==> src/rtl/bmf_pkg.sv <==
// Shared types and helpers for the Boolean-matrix-factorization decoder.
//   bmf_state_e  : decoder FSM states (unconfigured / running)
//   DefaultH     : rank-3 adder basis, row i at index i, bit 0 = out0
//   clog2_min1() : $clog2 clamped to at least 1 (row index width)
package bmf_pkg;

  typedef enum logic [0:0] {
    StUncfg = 1'b0,
    StRun   = 1'b1
  } bmf_state_e;

  localparam int unsigned DefK = 3;
  localparam int unsigned DefM = 4;

  localparam logic [DefK-1:0][DefM-1:0] DefaultH = {4'b1000, 4'b0100, 4'b0011};

  function automatic int unsigned clog2_min1(input int unsigned n);
    return (n <= 1) ? 1 : $clog2(n);
  endfunction

endpackage

==> src/rtl/bmf_decoder_if.sv <==
// Stream bundle for bmf_decoder: basis-row config stream, latent input stream and
// decoded output stream.
//   master : the environment (drives cfg/lat, consumes out)
//   slave  : the decoder
interface bmf_decoder_if #(
  parameter int unsigned K = 3,
  parameter int unsigned M = 4
);
  import bmf_pkg::*;

  localparam int unsigned RowW = clog2_min1(K);

  logic            cfg_valid;
  logic            cfg_ready;
  logic [RowW-1:0] cfg_row;
  logic [M-1:0]    cfg_data;

  logic            lat_valid;
  logic            lat_ready;
  logic [K-1:0]    lat_data;

  logic            out_valid;
  logic            out_ready;
  logic [M-1:0]    out_data;

  modport master (
    output cfg_valid, cfg_row, cfg_data, lat_valid, lat_data, out_ready,
    input  cfg_ready, lat_ready, out_valid, out_data
  );

  modport slave (
    input  cfg_valid, cfg_row, cfg_data, lat_valid, lat_data, out_ready,
    output cfg_ready, lat_ready, out_valid, out_data
  );

endinterface

==> src/rtl/bmf_or_product.sv <==
// Combinational Boolean (OR-of-ANDs) vector-matrix product.
//   lat_i  : K-bit latent vector
//   h_i    : K x M basis, h_i[i] is row i
//   prod_o : prod_o[j] = OR_i (lat_i[i] & h_i[i][j])
module bmf_or_product #(
  parameter int unsigned K = 3,
  parameter int unsigned M = 4
) (
  input  logic [K-1:0]        lat_i,
  input  logic [K-1:0][M-1:0] h_i,
  output logic [M-1:0]        prod_o
);

  always_comb begin
    prod_o = '0;
    for (int i = 0; i < K; i++) begin
      if (lat_i[i]) begin
        prod_o = prod_o | h_i[i];
      end
    end
  end

endmodule

==> src/rtl/bmf_decoder.sv <==
// Streaming BMF decoder: out = lat (x) H over the OR/AND semiring, with a
// runtime-loadable basis H.
//   clk, rst  : clock, synchronous active-high reset
//   bus       : cfg / lat / out valid-ready streams (slave side)
//   loaded_o  : every basis row has been written since reset
//   cfg_err_o : sticky, a write addressed a row >= K
//   count_o   : delivered output words, saturating
module bmf_decoder
  import bmf_pkg::*;
#(
  parameter int unsigned K  = 3,
  parameter int unsigned M  = 4,
  parameter int unsigned CW = 16
) (
  input  logic          clk,
  input  logic          rst,
  bmf_decoder_if.slave  bus,
  output logic          loaded_o,
  output logic          cfg_err_o,
  output logic [CW-1:0] count_o
);

  localparam int unsigned RowW = clog2_min1(K);

  bmf_state_e          state_q, state_d;
  logic [K-1:0][M-1:0] h_q, h_d;
  logic [K-1:0]        mask_q, mask_d;
  logic                out_valid_q, out_valid_d;
  logic [M-1:0]        out_data_q, out_data_d;
  logic [CW-1:0]       count_q, count_d;
  logic                cfg_err_q, cfg_err_d;

  logic                cfg_fire, lat_fire, out_fire;
  logic [K-1:0]        row_hit;
  logic [M-1:0]        prod;

  // Config writes only land while no output word is held, so a rewrite can never
  // change the basis under an in-flight word.
  assign bus.cfg_ready = ~out_valid_q;
  assign cfg_fire      = bus.cfg_valid & bus.cfg_ready;

  // Config has priority: a pending write blocks the latent stream.
  assign bus.lat_ready = (state_q == StRun) & ~bus.cfg_valid & (~out_valid_q | bus.out_ready);
  assign lat_fire      = bus.lat_valid & bus.lat_ready;
  assign out_fire      = out_valid_q & bus.out_ready;

  // One-hot row decode; an out-of-range index matches nothing.
  always_comb begin
    row_hit = '0;
    for (int i = 0; i < K; i++) begin
      row_hit[i] = cfg_fire & (bus.cfg_row == RowW'(i));
    end
  end

  bmf_or_product #(
    .K (K),
    .M (M)
  ) u_or_product (
    .lat_i  (bus.lat_data),
    .h_i    (h_q),
    .prod_o (prod)
  );

  // Basis, row mask and error flag.
  always_comb begin
    h_d       = h_q;
    mask_d    = mask_q | row_hit;
    cfg_err_d = cfg_err_q | (cfg_fire & ~(|row_hit));
    for (int i = 0; i < K; i++) begin
      if (row_hit[i]) begin
        h_d[i] = bus.cfg_data;
      end
    end
  end

  // FSM next state: leave UNCFG once the mask (including this cycle's write) is full.
  always_comb begin
    state_d = state_q;
    unique case (state_q)
      StUncfg: if (&mask_d) state_d = StRun;
      StRun:   state_d = StRun;
      default: state_d = StUncfg;
    endcase
  end

  // Output register and delivered-word counter.
  always_comb begin
    out_valid_d = out_valid_q;
    out_data_d  = out_data_q;
    count_d     = count_q;
    if (lat_fire) begin
      out_valid_d = 1'b1;
      out_data_d  = prod;
    end else if (out_fire) begin
      out_valid_d = 1'b0;
    end
    if (out_fire && (count_q != {CW{1'b1}})) begin
      count_d = count_q + 1'b1;
    end
  end

  always_ff @(posedge clk) begin
    if (rst) begin
      state_q     <= StUncfg;
      h_q         <= '0;
      mask_q      <= '0;
      out_valid_q <= 1'b0;
      out_data_q  <= '0;
      count_q     <= '0;
      cfg_err_q   <= 1'b0;
    end else begin
      state_q     <= state_d;
      h_q         <= h_d;
      mask_q      <= mask_d;
      out_valid_q <= out_valid_d;
      out_data_q  <= out_data_d;
      count_q     <= count_d;
      cfg_err_q   <= cfg_err_d;
    end
  end

  assign bus.out_valid = out_valid_q;
  assign bus.out_data  = out_data_q;
  assign loaded_o      = (state_q == StRun);
  assign cfg_err_o     = cfg_err_q;
  assign count_o       = count_q;

endmodule

==> src/flat_wrapper.sv <==
// flat-port wrapper written by rule: the top's interface ports become plain ports
module bmf_decoder_flat import bmf_pkg::*;
#(
  parameter int unsigned K  = 3,
  parameter int unsigned M  = 4,
  parameter int unsigned CW = 16
)
  (clk, rst, loaded_o, cfg_err_o, count_o, bus_cfg_valid, bus_cfg_row, bus_cfg_data, bus_lat_valid, bus_lat_data, bus_out_ready, bus_cfg_ready, bus_lat_ready, bus_out_valid, bus_out_data);
  bmf_decoder_if #(.K(K), .M(M)) bus_i ();
  input  logic clk;
  input  logic rst;
  output logic loaded_o;
  output logic cfg_err_o;
  output logic [CW-1:0] count_o;
  input wire logic [$bits(bus_i.cfg_valid)-1:0] bus_cfg_valid;
  input wire logic [$bits(bus_i.cfg_row)-1:0] bus_cfg_row;
  input wire logic [$bits(bus_i.cfg_data)-1:0] bus_cfg_data;
  input wire logic [$bits(bus_i.lat_valid)-1:0] bus_lat_valid;
  input wire logic [$bits(bus_i.lat_data)-1:0] bus_lat_data;
  input wire logic [$bits(bus_i.out_ready)-1:0] bus_out_ready;
  output wire logic [$bits(bus_i.cfg_ready)-1:0] bus_cfg_ready;
  output wire logic [$bits(bus_i.lat_ready)-1:0] bus_lat_ready;
  output wire logic [$bits(bus_i.out_valid)-1:0] bus_out_valid;
  output wire logic [$bits(bus_i.out_data)-1:0] bus_out_data;
  assign bus_i.cfg_valid = bus_cfg_valid;
  assign bus_i.cfg_row = bus_cfg_row;
  assign bus_i.cfg_data = bus_cfg_data;
  assign bus_i.lat_valid = bus_lat_valid;
  assign bus_i.lat_data = bus_lat_data;
  assign bus_i.out_ready = bus_out_ready;
  assign bus_cfg_ready = bus_i.cfg_ready;
  assign bus_lat_ready = bus_i.lat_ready;
  assign bus_out_valid = bus_i.out_valid;
  assign bus_out_data = bus_i.out_data;
  bmf_decoder #(.K(K), .M(M), .CW(CW)) u_core (.clk(clk), .rst(rst), .bus(bus_i), .loaded_o(loaded_o), .cfg_err_o(cfg_err_o), .count_o(count_o));
endmodule
==> config.mk <==
export PLATFORM = sky130hd
export DESIGN_NAME = bmf_decoder_flat
export DESIGN_NICKNAME = d
export VERILOG_FILES = /design/src/rtl/bmf_pkg.sv /design/src/rtl/bmf_decoder_if.sv /design/src/rtl/bmf_or_product.sv /design/src/rtl/bmf_decoder.sv /design/src/flat_wrapper.sv
export SDC_FILE = /design/constraint.sdc
export NUM_CORES = 1
export LEC_CHECK = 0
export CELL_PAD_IN_SITES_DETAIL_PLACEMENT = 0
export CELL_PAD_IN_SITES_GLOBAL_PLACEMENT = 1
export CORE_MARGIN = 10
export CORE_UTILIZATION = 33
export CTS_CLUSTER_DIAMETER = 120
export DETAILED_ROUTE_END_ITERATION = 8
export GPL_ROUTABILITY_DRIVEN = 0
export PLACE_DENSITY_LB_ADDON = 0.2
export SLEW_MARGIN = 20
export SYNTH_ARGS = -nofsm -noshare
export SYNTH_HDL_FRONTEND = slang
export SYNTH_SLANG_ARGS = --single-unit
==> constraint.sdc <==
create_clock -name clk -period 1.5 [get_ports clk]
set_input_delay 0.45 -clock clk [delete_from_list [all_inputs] [get_ports clk]]
set_output_delay 0.45 -clock clk [all_outputs]
set_load 0.05 [all_outputs]
Yosys cells after proc, flatten, opt, wreduce, memory -nomap -nowiden --
Cells that the tools add are included.
Storage, ports and cells: bits in registers 38, latch bits 0, RAM bits 0, memory bits (read-only) 0, input port bits 14, output and inout bits 25, memories kept 0
Cells by class: add/sub/neg operators 1, multipliers 0, div/mod/pow operators 0, $lt $le $gt $ge 0, equal/unequal tests 3, shift operators 0, multiplexer cells 7, bitwise logic cells 18, reduce and logical (&&, ||, !) cells 5
Operators with widths (number):
- $add 16x1->16 const B | 1
- $ne 16x16->1 const B | 1
- $mux 4 | 3
- $and 1x1->1 | 9
- $or 4x4->4 | 2
- $not 1->1 | 4
- $mux 1 | 3
- $or 3x3->3 | 1
- $reduce_and 3->1 | 1
- $reduce_or 3->1 | 1
- $eq 2x1->1 const B | 1
- $eq 2x2->1 const B | 1
- $logic_not 2->1 | 1
- $or 1x1->1 | 2
- $pmux 1 s2 | 1
- $reduce_bool 2->1 | 1
- $logic_and 1x1->1 | 1

Logic depth before layout (Yosys ltp) --
Gate-level depths: netlist of the first run.
word-level depth 7, depth in mapped cells 6, depth with buffers taken out 5

Hierarchy --
From an unflattened synthesis of the first run, not the netlist that was laid out.
Second synthesis, totals: cell total of the unflattened synthesis 186, area total of the unflattened synthesis 1783.0 µm²
Modules (own cells, without submodules):
- bmf_decoder | instances 1, cells each 178, area an instance 1727.9 µm²
- bmf_or_product | instances 1, cells each 8, area an instance 55.1 µm²

Worst setup path after synthesis of the first run --
OpenSTA, ideal clock, no wires.
path kind reg2reg, from register u_core.count_q[0], in the netlist u_core.count_o[0], to register u_core.count_q[1], in the netlist u_core.count_o[1], setup time 70 ps, arrival 2009 ps, data required time 1430 ps, setup slack -579 ps, cell stages (with the launch flop) 7, path buffers 1, clock period less this slack 2079 ps, cells stage by stage dfxtp_1 ha_1 nand4_2 nor4_2 buf_2 o21ai_0 a21oi_1
On the way: longest elaborated chain between the ends 2, elaborated cells between the ends (all ways) 3, classes of those cells add/sub (1); eq/ne (1); reduce/logical (1)
RTL lines:
- start: declaration | line bmf_decoder.sv:30 | logic [CW-1:0] count_q, count_d;
- start signal: assignment | line bmf_decoder.sv:117 | count_q <= count_d;
- parallel branches: the longest is 2 deep, another holds $add 16x1->16
Parallel ways; which one is timed is not known. A chain may end at the register's enable or synchronous reset.

Worst setup path in the final report of the first run --
from register u_core.count_q[1], in the netlist u_core.count_o[1], to register u_core.count_q[6], in the netlist u_core.count_o[6]
The elaborated chain is that of the path after synthesis.

==> results of run 1 <==
-- what timing repair did --
item,in CTS,in global routing
buffers inserted,6,2
endpoints found under the setup margin,35,21
cloned,1,0
gates resized for setup,28,13
pin swaps,10,12
-- flip-flops by register name (all words and copies together) (netlist names) --
name and flops:
u_core.mask_q 3, u_core.h_q 12, u_core.bus.out_valid 1, u_core.loaded_o 1, u_core.cfg_err_o 1, u_core.bus.out_data 4
u_core.count_o 16
-- final cells by class --
class | instances | area share, %
Clock buffer | 6 | 3.02
Timing Repair Buffer | 92 | 33.3
Sequential cell | 38 | 26.4
Multi-Input combinational cell | 135 | 33.8
Inverter | 2 | 0.241
Tap cell | 70 | 2.81
Clock inverter | 2 | 0.402
-- layout by cell type (no fill, tap or decap), drive strengths merged, types with 2 or more instances in the layout --
master / instances
nor4bb: 2
mux2i: 12
clkdlybuf4s50: 9
clkbuf: 6
a21oi: 19
nor2: 20
nand4: 6
o31ai: 6
and4: 3
or4: 6
dlygate4sd2: 2
nor3: 2
o21ai: 8
nand3: 6
or2: 6
nand2: 11
buf: 80
inv: 4
nor4: 3
or3: 8
nand2b: 2
a222oi: 4
dfxtp: 38
-- worst max-delay path: cells and delay by family, from the launching register on --
| kind | cells | cell delay, ns |
|---|---|---|
| buf+inv | 1 | 0.15 |
| flops | 1 | 0.36 |
| fa+ha+maj | 1 | 0.18 |
| simple gates | 3 | 0.67 |
| compound gates | 1 | 0.15 |
-- cell families (layout without fill, tap and decap cells) --
| logic type | Yosys count | in the layout | synth area share [%] |
|---|---|---|---|
| simple gates | 81 | 81 | 28.1 |
| buf+inv | 13 | 102 | 4.27 |
| flops | 38 | 38 | 44.8 |
| fa+ha+maj | 1 | 1 | 0.736 |
| mux | 13 | 13 | 7.73 |
| compound gates | 40 | 40 | 14.4 |
-- worst min-delay path by stage --
| stage | from | end | slack, ns | depth (start not counted) |
|---|---|---|---|---|
| 2_1_floorplan | u_core.mask_q[0] | u_core.mask_q[0] | 0.43 | 2 |
| 3_3_place_gp | u_core.h_q[1] | u_core.h_q[1] | 0.47 | 2 |
| 3_5_place_dp | u_core.h_q[4] | u_core.h_q[4] | 0.49 | 2 |
| 4_1_cts | bus_out_ready | u_core.bus.out_valid | 0.49 | 3 |
| 5_1_grt | bus_out_ready | u_core.bus.out_valid | 0.51 | 3 |
| 6_report | u_core.bus.out_data[3] | u_core.bus.out_data[3] | 0.50 | 2 |
-- power breakdown --
| group | leakage (nW) | total, mW | internal [mW] | switching, mW |
|---|---|---|---|---|
| clock network | 0.0572 | 0.819 | 0.430 | 0.388 |
| registers | 0.321 | 1.01 | 0.998 | 0.00939 |
| logic | 0.824 | 0.168 | 0.0929 | 0.0756 |
-- routing by layer --
layer	vias up	GRT usage, %	routed length [um]
li1	868	-	-
met1	848	11.8	2030
met2	36	22.6	2900
met3	6	4.32	255
met4	0	4.11	57
met5	-	0	0
==> summary.txt, run 1 <==
Run status
  • Outcome: complete, but fails checks
  • Violations in the final reports: setup timing

Place
  • Quantity of I/O buffers inserted on ports: 38
  • Total cell area at the placement stage: 2820 sq um
  • Number of instances in the placed design: 328
  • Pre-CTS worst setup slack: -0.572 ns
  • Placed wire-length estimate after detailed placement: 3.98 mm

Global routing
  • Number of global-route vias before repair: 1797
  • Total overflow reported by the global router: 0
  • Initial antenna violation count: 0
  • Global-route usage over all layers: 12.0%
  • Wire length of the first global-routing pass: 8.38 mm
  • Maximum number of pins on one net before global-route repair: 18

Hold path
  • Min-Delay Path Class: flop to flop

Pwr
  • Leak: 1.20 nW
  • Cell area power density: 641 nW/um^2
  • Total power draw: 1.99 mW
  • Max IR drop VDD: 0.000576 V

Layout
  • Multi-input logic area: 1050 sq um
  • Filler instances: 434
  • Final-stage net count: 289
  • Area used by sequential logic in the layout: 821 sq um
  • Area delta synth->final: 83.1%
  • Util after Layout: 61.7%
  • N_diodes: 0
  • Final cell area excluding filler cells: 3110 sq um
  • Number of cells in the finished layout apart from fillers: 345
  • Share of layout cells above drive strength 1: 51.6%

Timing
  • Final-layout setup total negative slack: -0.219 ns
  • Final critical-path setup slack: -0.0688 ns
  • Share of the cycle needed by the critical path after routing: 105%
  • Setup repair after global routing missed its margin: yes
  • Slew at the pin closest to its max-slew limit: 0.322 ns
  • Number of hold violations in the final report: 0
  • Pins over their slew limit: 0
  • Peak Freq: 637 MHz
  • Worst hold slack: 0.501 ns
  • Final-report setup violation count: 5
  • Max_slew headroom: 78.5%
  • Maximum clock skew at final layout: 0.00787 ns
  • Shortest period the worst path allows: 1.57 ns

Routing
  • Mean routed wirelength per cell: 15.2 um
  • Total wire length after detailed routing: 5.24 mm
  • 1st-pass router iterations: 5
  • Overall via count from detail_route: 1758
  • Drt drc: 0
  • Violation count after the first detailed-routing iteration: 75
  • Routed via count divided by cell count: 5.10
  • Number of antenna-violating nets in the routed design: 0

Worst setup path
  • Cell-by-cell listing of the critical path: ha_4, nand4_4, nor4_4, buf_4, or4_1, a21oi_1
  • Cell depth of the worst flop-to-flop path: 6
  • Nature of the critical path startpoint: flop
  • Highest fanout seen on the critical path: 4
  • Setup slack on the worst flop-to-flop path: -0.07 ns
  • Worst reg2reg endpoint: u_core.count_o[6]
  • Worst flop-to-flop path startpoint: u_core.count_o[1]
  • Maximum cell stage delay along the critical path: 0.51 ns
  • Worst setup EP type: flop
  • Arrival time reported for the critical path endpoint: 1.79 ns
  • Critical Path RT: 1.72 ns
  • Cell with the biggest individual delay on the critical path: or4_1
  • Setup CP Type: flop to flop
  • Beginning of the critical path: u_core.count_o[1]
  • Endpoint of the most critical setup path: u_core.count_o[6]

Die
  • DIE HEIGHT: 91.8 um
  • Area inside the core boundary: 5040 sq um
  • Die Area: 8420 sq um
  • Starting Density: 33.7%
  • Total number of placement rows: 26
  • Horiz. Die Dim: 91.8 um
  • I/O pin count: 39

CTS
  • Clock Path Buffers: 2
  • CTS clk-pin slew, worst paths: 0.08 ns
  • Clock insertion delay at the later pin of the skew report: 0.29 ns
  • Number of buffers added to fix hold violations after cts: 0
  • Number of levels the H-tree was split into: 2
  • Inserted Clock Buffers: 5
  • CTS root buf: clkbuf_8
  • CTS tree: built
  • Clk sink count: 38

Synth
  • Post-synthesis cell count: 186
  • Synth Cell Area: 1700 sq um
  • Most used standard cell by instance count after synthesis: dfxtp_1
  • Syn. warnings: 0
  • Ranking of synthesized cells by instance count: dfxtp_1 (38), nor2_1 (20), a21oi_1 (19)
  • Main flop type after synthesis: dfxtp_1
  • Post-Syn Nets: 201
  • Sequential fraction of the synthesis area: 44.8%
  • Post-synth top area share: 44.8%
  • Largest cells by area after synthesis: dfxtp_1 (45%), mux2i_1 (7.1%), a21oi_1 (5.6%)
  • Synth area leader: dfxtp_1
  • Mean instance size in the synthesized netlist: 9.14 sq um
  • Number of enable-type register cells in the synthesized netlist: 0
  • Post-synthesis async set-or-reset flop share: 0%
  • Flop and latch count out of synthesis: 38
  • Count of distinct cell types in the synthesized netlist: 39

Job
  • Maximum Capacitance Violations: 0
(Power assumes the default switching activity.)
==> inputs of run 2 (changes only) <==
CORE_MARGIN = default   (was 10)
SKIP_LAST_GASP = 1   (was default)
==> run 2 against run 1 <==
The flow still finishes with violations (setup timing). Via count shrank 0.57%. Clock-buffer cell count is 2 higher. Global-route usage up 7.1 points. Cell area shrank 3.1%. Clock power is 5.7% lower. Core utilization rose by 0.46 points. Highest routed layer unchanged.
==> summary.txt, run 2 (synthesis gave the netlist of run 1 again) <==
Run status
  • Outcome: complete, but fails checks
  • Violations in the final reports: setup timing

Place
  • Number of instances in the placed design: 324
  • Quantity of I/O buffers inserted on ports: 38
  • Placed wire-length estimate after detailed placement: 3.67 mm
  • Total cell area at the placement stage: 2800 sq um

Layout
  • Final cell area excluding filler cells: 3010 sq um
  • Commonest cells after routing, fill and taps aside: buf_4 (46), buf_12 (27), nor2_1 (20), dfxtp_1 (20), a21oi_1 (16)
  • Commonest non-fill, non-tap cell in the layout: buf_4
  • Share of layout cells above drive strength 1: 47.8%
  • Final-stage net count: 284
  • Area delta synth->final: 77.4%
  • Util after Layout: 62.2%
  • Number of cells in the finished layout apart from fillers: 337
  • Number of flip-flops under the largest register name: 16
  • N_diodes: 0

Routing
  • Total wire length after detailed routing: 4.70 mm
  • 1st-pass router iterations: 4
  • Routed via count divided by cell count: 5.19
  • Mean routed wirelength per cell: 13.9 um
  • Overall via count from detail_route: 1748
  • Violation count after the first detailed-routing iteration: 84
  • Drt drc: 0
  • Number of antenna-violating nets in the routed design: 0

Die
  • I/O pin count: 39
  • Starting Density: 35.0%
  • Total number of placement rows: 25
  • Horiz. Die Dim: 73.8 um
  • DIE HEIGHT: 73.8 um
  • Die Area: 5440 sq um
  • Area inside the core boundary: 4850 sq um

Worst setup path
  • Nature of the critical path startpoint: flop
  • Highest fanout seen on the critical path: 4
  • Critical Path RT: 1.71 ns
  • Cell depth of the worst flop-to-flop path: 6
  • Setup slack on the worst flop-to-flop path: -0.04 ns
  • Setup CP Type: flop to flop
  • Arrival time reported for the critical path endpoint: 1.76 ns
  • Worst setup EP type: flop

Timing
  • Pins over their slew limit: 0
  • Maximum clock skew at final layout: 0.00366 ns
  • Final critical-path setup slack: -0.0425 ns
  • Peak Freq: 648 MHz
  • Shortest period the worst path allows: 1.54 ns
  • Number of hold violations in the final report: 0
  • Final-report setup violation count: 4
  • Final-layout setup total negative slack: -0.153 ns
  • Setup repair after global routing missed its margin: yes
  • Share of the cycle needed by the critical path after routing: 103%
  • Max_slew headroom: 77.3%
  • Slew at the pin closest to its max-slew limit: 0.340 ns

CTS
  • Clk sink count: 38
  • Clock Path Buffers: 2
  • Clock insertion delay at the later pin of the skew report: 0.28 ns
  • CTS tree: built
  • Number of buffers added to fix hold violations after cts: 0
  • CTS clk-pin slew, worst paths: 0.07 ns
  • Number of levels the H-tree was split into: 2
  • CTS root buf: clkbuf_8
  • Inserted Clock Buffers: 5

Global routing
  • Initial antenna violation count: 0
  • Wire length of the first global-routing pass: 7.98 mm
  • Maximum number of pins on one net before global-route repair: 15
  • Global-route usage over all layers: 19.1%
  • Total overflow reported by the global router: 0
  • Number of global-route vias before repair: 1790

Pwr
  • Clock network power share: 39.6%
  • Leak: 1.14 nW
  • Pint: 1.52 mW
  • Total power draw: 1.95 mW
  • Cell area power density: 646 nW/um^2
  • Switching part of the total power: 21.9%
  • Share of total power in combinational logic: 8.4%
  • Sw Pwr: 426 uW
  • Max IR drop VDD: 0.000506 V
  • Relative contribution of sequential cells to total power: 51.9%

Hold path
  • Number of cells traversed by the worst hold path: 2
  • Min-Delay Path Class: flop to flop

Job
  • Maximum Capacitance Violations: 0
[run 2: cell types whose count changed in the layout (fill, tap and decap cells not counted), sizes merged]
cell,delta
clkbuf,+3
inv,-2
buf,-5
clkdlybuf4s15,-1
[run 2: final cells by class]
type	instances	area [sq um]
clock buffers	8	101
fillers	406	1830
inverters	2	7.51
multi-input cells	135	991
flip-flops and latches	38	816
well taps	67	83.8
repair buffers	87	1010
[run 2: metal layers]
metal	GRT usage (%)	part of all wire, %	vias up
met1	20.0	40	846
met4	7.91	1.3	0
met2	36.6	55	33
met3	3.98	3.2	6
met5	0	0	-
li1	-	-	863
[run 2: path summary, 6_finish.rpt]
path / start / endpoint
hold reg to reg: u_core.mask_q[0] / u_core.mask_q[0]
hold / removal: u_core.mask_q[0] / u_core.mask_q[0]
setup / recovery: u_core.count_o[1] / u_core.count_o[6]
setup reg to reg: u_core.count_o[1] / u_core.count_o[6]
[run 2: timing repair]
action                                  4_1_cts  5_1_grt
buffers inserted                              4        1
resized for setup                            16        8
pin swaps                                     8        6
endpoints found under the setup margin       32       16
[run 2: critical path, cell delays in order (launching register included)]
cell,delay [ns]
dfxtp_4,0.35
ha_4,0.18
nand4_4,0.10
nor4_4,0.07
buf_4,0.14
or4_1,0.51
a21oi_1,0.13
[run 2: per-stage QoR]
stage	setup slack, ns	hold WS, ns
final	-0.0425	0.474
after global routing	-0.100	0.511
after CTS	-0.0785	0.483
after detailed placement	-0.565	0.466
after global placement	-0.520	0.438
after floorplan	-0.0962	0.427
[run 2: power by group through the flow]
stage	registers (mW)	logic [mW]	clock network, mW
after floorplan	1.04	0.0599	0
after global placement	1.03	0.151	0
after detailed placement	1.04	0.157	0
after CTS	1.01	0.164	0.807
after global routing	1.01	0.177	0.851
final	1.01	0.165	0.772
==> inputs of run 3 (changes only) <==
CAP_MARGIN = 20   (was default)
CELL_PAD_IN_SITES_DETAIL_PLACEMENT = 1   (was 0)
==> run 3 against run 2 <==
The run still ends with setup timing left. Clock skew up 0.0041 ns. Fmax shrank 3.4%. First-iteration DRC count rose by 7.1%. Cell area up 4.7%. Critical path type is now flop to primary output. Critical endpoint is now bus_lat_ready. Largest cell class is now multi-input combinational cells. Largest power group unchanged. Highest routed layer unchanged.
==> summary.txt, run 3 (synthesis gave the netlist of run 1 again) <==
Job
  • Maximum Capacitance Violations: 0

Layout
  • Commonest non-fill, non-tap cell in the layout: buf_4
  • Share of layout cells above drive strength 1: 55.8%
  • Filler instances: 497
  • Area delta synth->final: 85.8%
  • Number of flip-flops under the largest register name: 16
  • N_diodes: 0
  • Commonest cells after routing, fill and taps aside: buf_4 (48), buf_12 (25), dfxtp_1 (20)
  • Final-stage net count: 288
  • Multi-input logic area: 1100 sq um
  • Number of cells in the finished layout apart from fillers: 341
  • Area used by sequential logic in the layout: 818 sq um

CTS
  • Clock Path Buffers: 2
  • Number of levels the H-tree was split into: 2
  • CTS tree: built
  • CTS clk-pin slew, worst paths: 0.08 ns
  • Number of buffers added to fix hold violations after cts: 0
  • Clock insertion delay at the later pin of the skew report: 0.30 ns
  • CTS root buf: clkbuf_8
  • Inserted Clock Buffers: 5
  • Clk sink count: 38

Pwr
  • Leak: 1.20 nW
  • Share of total power in combinational logic: 8.9%
  • Pint: 1.57 mW
  • Total power draw: 2.07 mW
  • Switching part of the total power: 24.1%
  • Relative contribution of sequential cells to total power: 49.0%
  • Clock network power share: 42.2%
  • Max IR drop VDD: 0.000588 V
  • Cell area power density: 655 nW/um^2
  • Sw Pwr: 498 uW

Routing
  • Routed via count divided by cell count: 5.48
  • Total wire length after detailed routing: 6.62 mm
  • 1st-pass router iterations: 4
  • Mean routed wirelength per cell: 19.4 um
  • Number of antenna-violating nets in the routed design: 0
  • Overall via count from detail_route: 1868
  • Drt drc: 0
  • Violation count after the first detailed-routing iteration: 90

Global routing
  • Total overflow reported by the global router: 0
  • Number of global-route vias before repair: 1966
  • Wire length of the first global-routing pass: 9.94 mm
  • Global-route usage over all layers: 24.8%
  • Initial antenna violation count: 0
  • Maximum number of pins on one net before global-route repair: 15

Timing
  • Final-report setup violation count: 13
  • Slew at the pin closest to its max-slew limit: 0.368 ns
  • Peak Freq: 626 MHz
  • Number of hold violations in the final report: 0
  • Maximum clock skew at final layout: 0.00780 ns
  • Share of the cycle needed by the critical path after routing: 106%
  • Max_slew headroom: 75.3%
  • Final critical-path setup slack: -0.0975 ns
  • Pins over their slew limit: 0
  • Shortest period the worst path allows: 1.60 ns
  • Setup repair after global routing missed its margin: yes

Worst setup path
  • Arrival time reported for the critical path endpoint: 1.15 ns
  • Worst setup EP type: primary output
  • Highest fanout seen on the critical path: 7
  • Critical Path RT: 1.05 ns
  • Setup CP Type: flop to primary output
  • Count of buffering cells on the critical path with inverters included: 1
  • Nature of the critical path startpoint: flop
  • Cell-by-cell listing of the critical path: nand2b_4, and3b_2, buf_12
  • Largest delay share family, worst path: flip-flops
  • Cell with the biggest individual delay on the critical path: dfxtp_4
  • Maximum cell stage delay along the critical path: 0.41 ns

Die
  • DIE HEIGHT: 73.8 um
  • Die Area: 5440 sq um
  • Area inside the core boundary: 4850 sq um
  • Starting Density: 35.0%
  • Horiz. Die Dim: 73.8 um
  • Total number of placement rows: 25
  • I/O pin count: 39

Hold path
  • Min-Delay Path Class: input port to flop

Run status
  • Outcome: complete, but fails checks
  • Violations in the final reports: setup timing

Place
  • Pre-CTS worst setup slack: -0.605 ns
  • Placed wire-length estimate after detailed placement: 4.38 mm
  • Quantity of I/O buffers inserted on ports: 38
  • Number of instances in the placed design: 324
## run 3: power groups by stage
| stage | combinational (mW) | clock (mW) | sequential (mW) |
|---|---|---|---|
| global placement | 0.151 | 0 | 1.03 |
| CTS | 0.165 | 0.865 | 1.01 |
| finish | 0.184 | 0.872 | 1.01 |
| floorplan | 0.0599 | 0 | 1.04 |
| detailed placement | 0.161 | 0 | 1.04 |
| global route | 0.195 | 0.911 | 1.01 |
## run 3: layer usage
layer  vias to the layer above  global-route usage (%)  share of wire [%]
li1                        866                       -                  -
met1                       917                    25.9                 37
met2                        61                    47.4                 56
met3                        24                    4.94                3.1
met4                         0                    10.5                3.3
met5                         -                       0                  0
## run 3: worst paths after layout
kind                              from                    to  slack (ns)  cells after the start
hold reg to reg          u_core.h_q[8]         u_core.h_q[8]        0.53                      2
setup reg to reg     u_core.count_o[1]     u_core.count_o[8]       -0.07                      6
setup / recovery  u_core.bus.out_valid         bus_lat_ready        -0.1                      3
hold / removal           bus_out_ready  u_core.bus.out_valid        0.52                      3
## run 3: timing repair
action                     in CTS  in global routing
gates resized for setup        30                 28
setup endpoints to repair      34                 28
pin swaps                      17                 12
cloned                          1                  0
setup buffers                   6                  2
## run 3: layout make-up
type | instances | share of cell area, %
Tap cell | 67 | 2.66
Multi-Input combinational cell | 135 | 34.8
Clock buffer | 8 | 3.53
Sequential cell | 38 | 25.9
Timing Repair Buffer | 91 | 32.9
Inverter | 2 | 0.238
## run 3: stage by stage
stage	setup TNS (ns)	area (sq um)	hold slack, ns	util [%]
CTS	-0.463	3050	0.502	62.9
floorplan	-0.520	1830	0.427	-
global route	-1.66	3160	0.527	65.1
global placement	-14.02	2800	0.438	57.8
detailed placement	-16.54	2800	0.466	57.8
finish	-0.571	3160	0.521	65.1
## run 3: worst min-delay path, cell delays in order
cell and delay [ns]:
buf_2 0.13, nand2b_4 0.14, a21oi_1 0.06
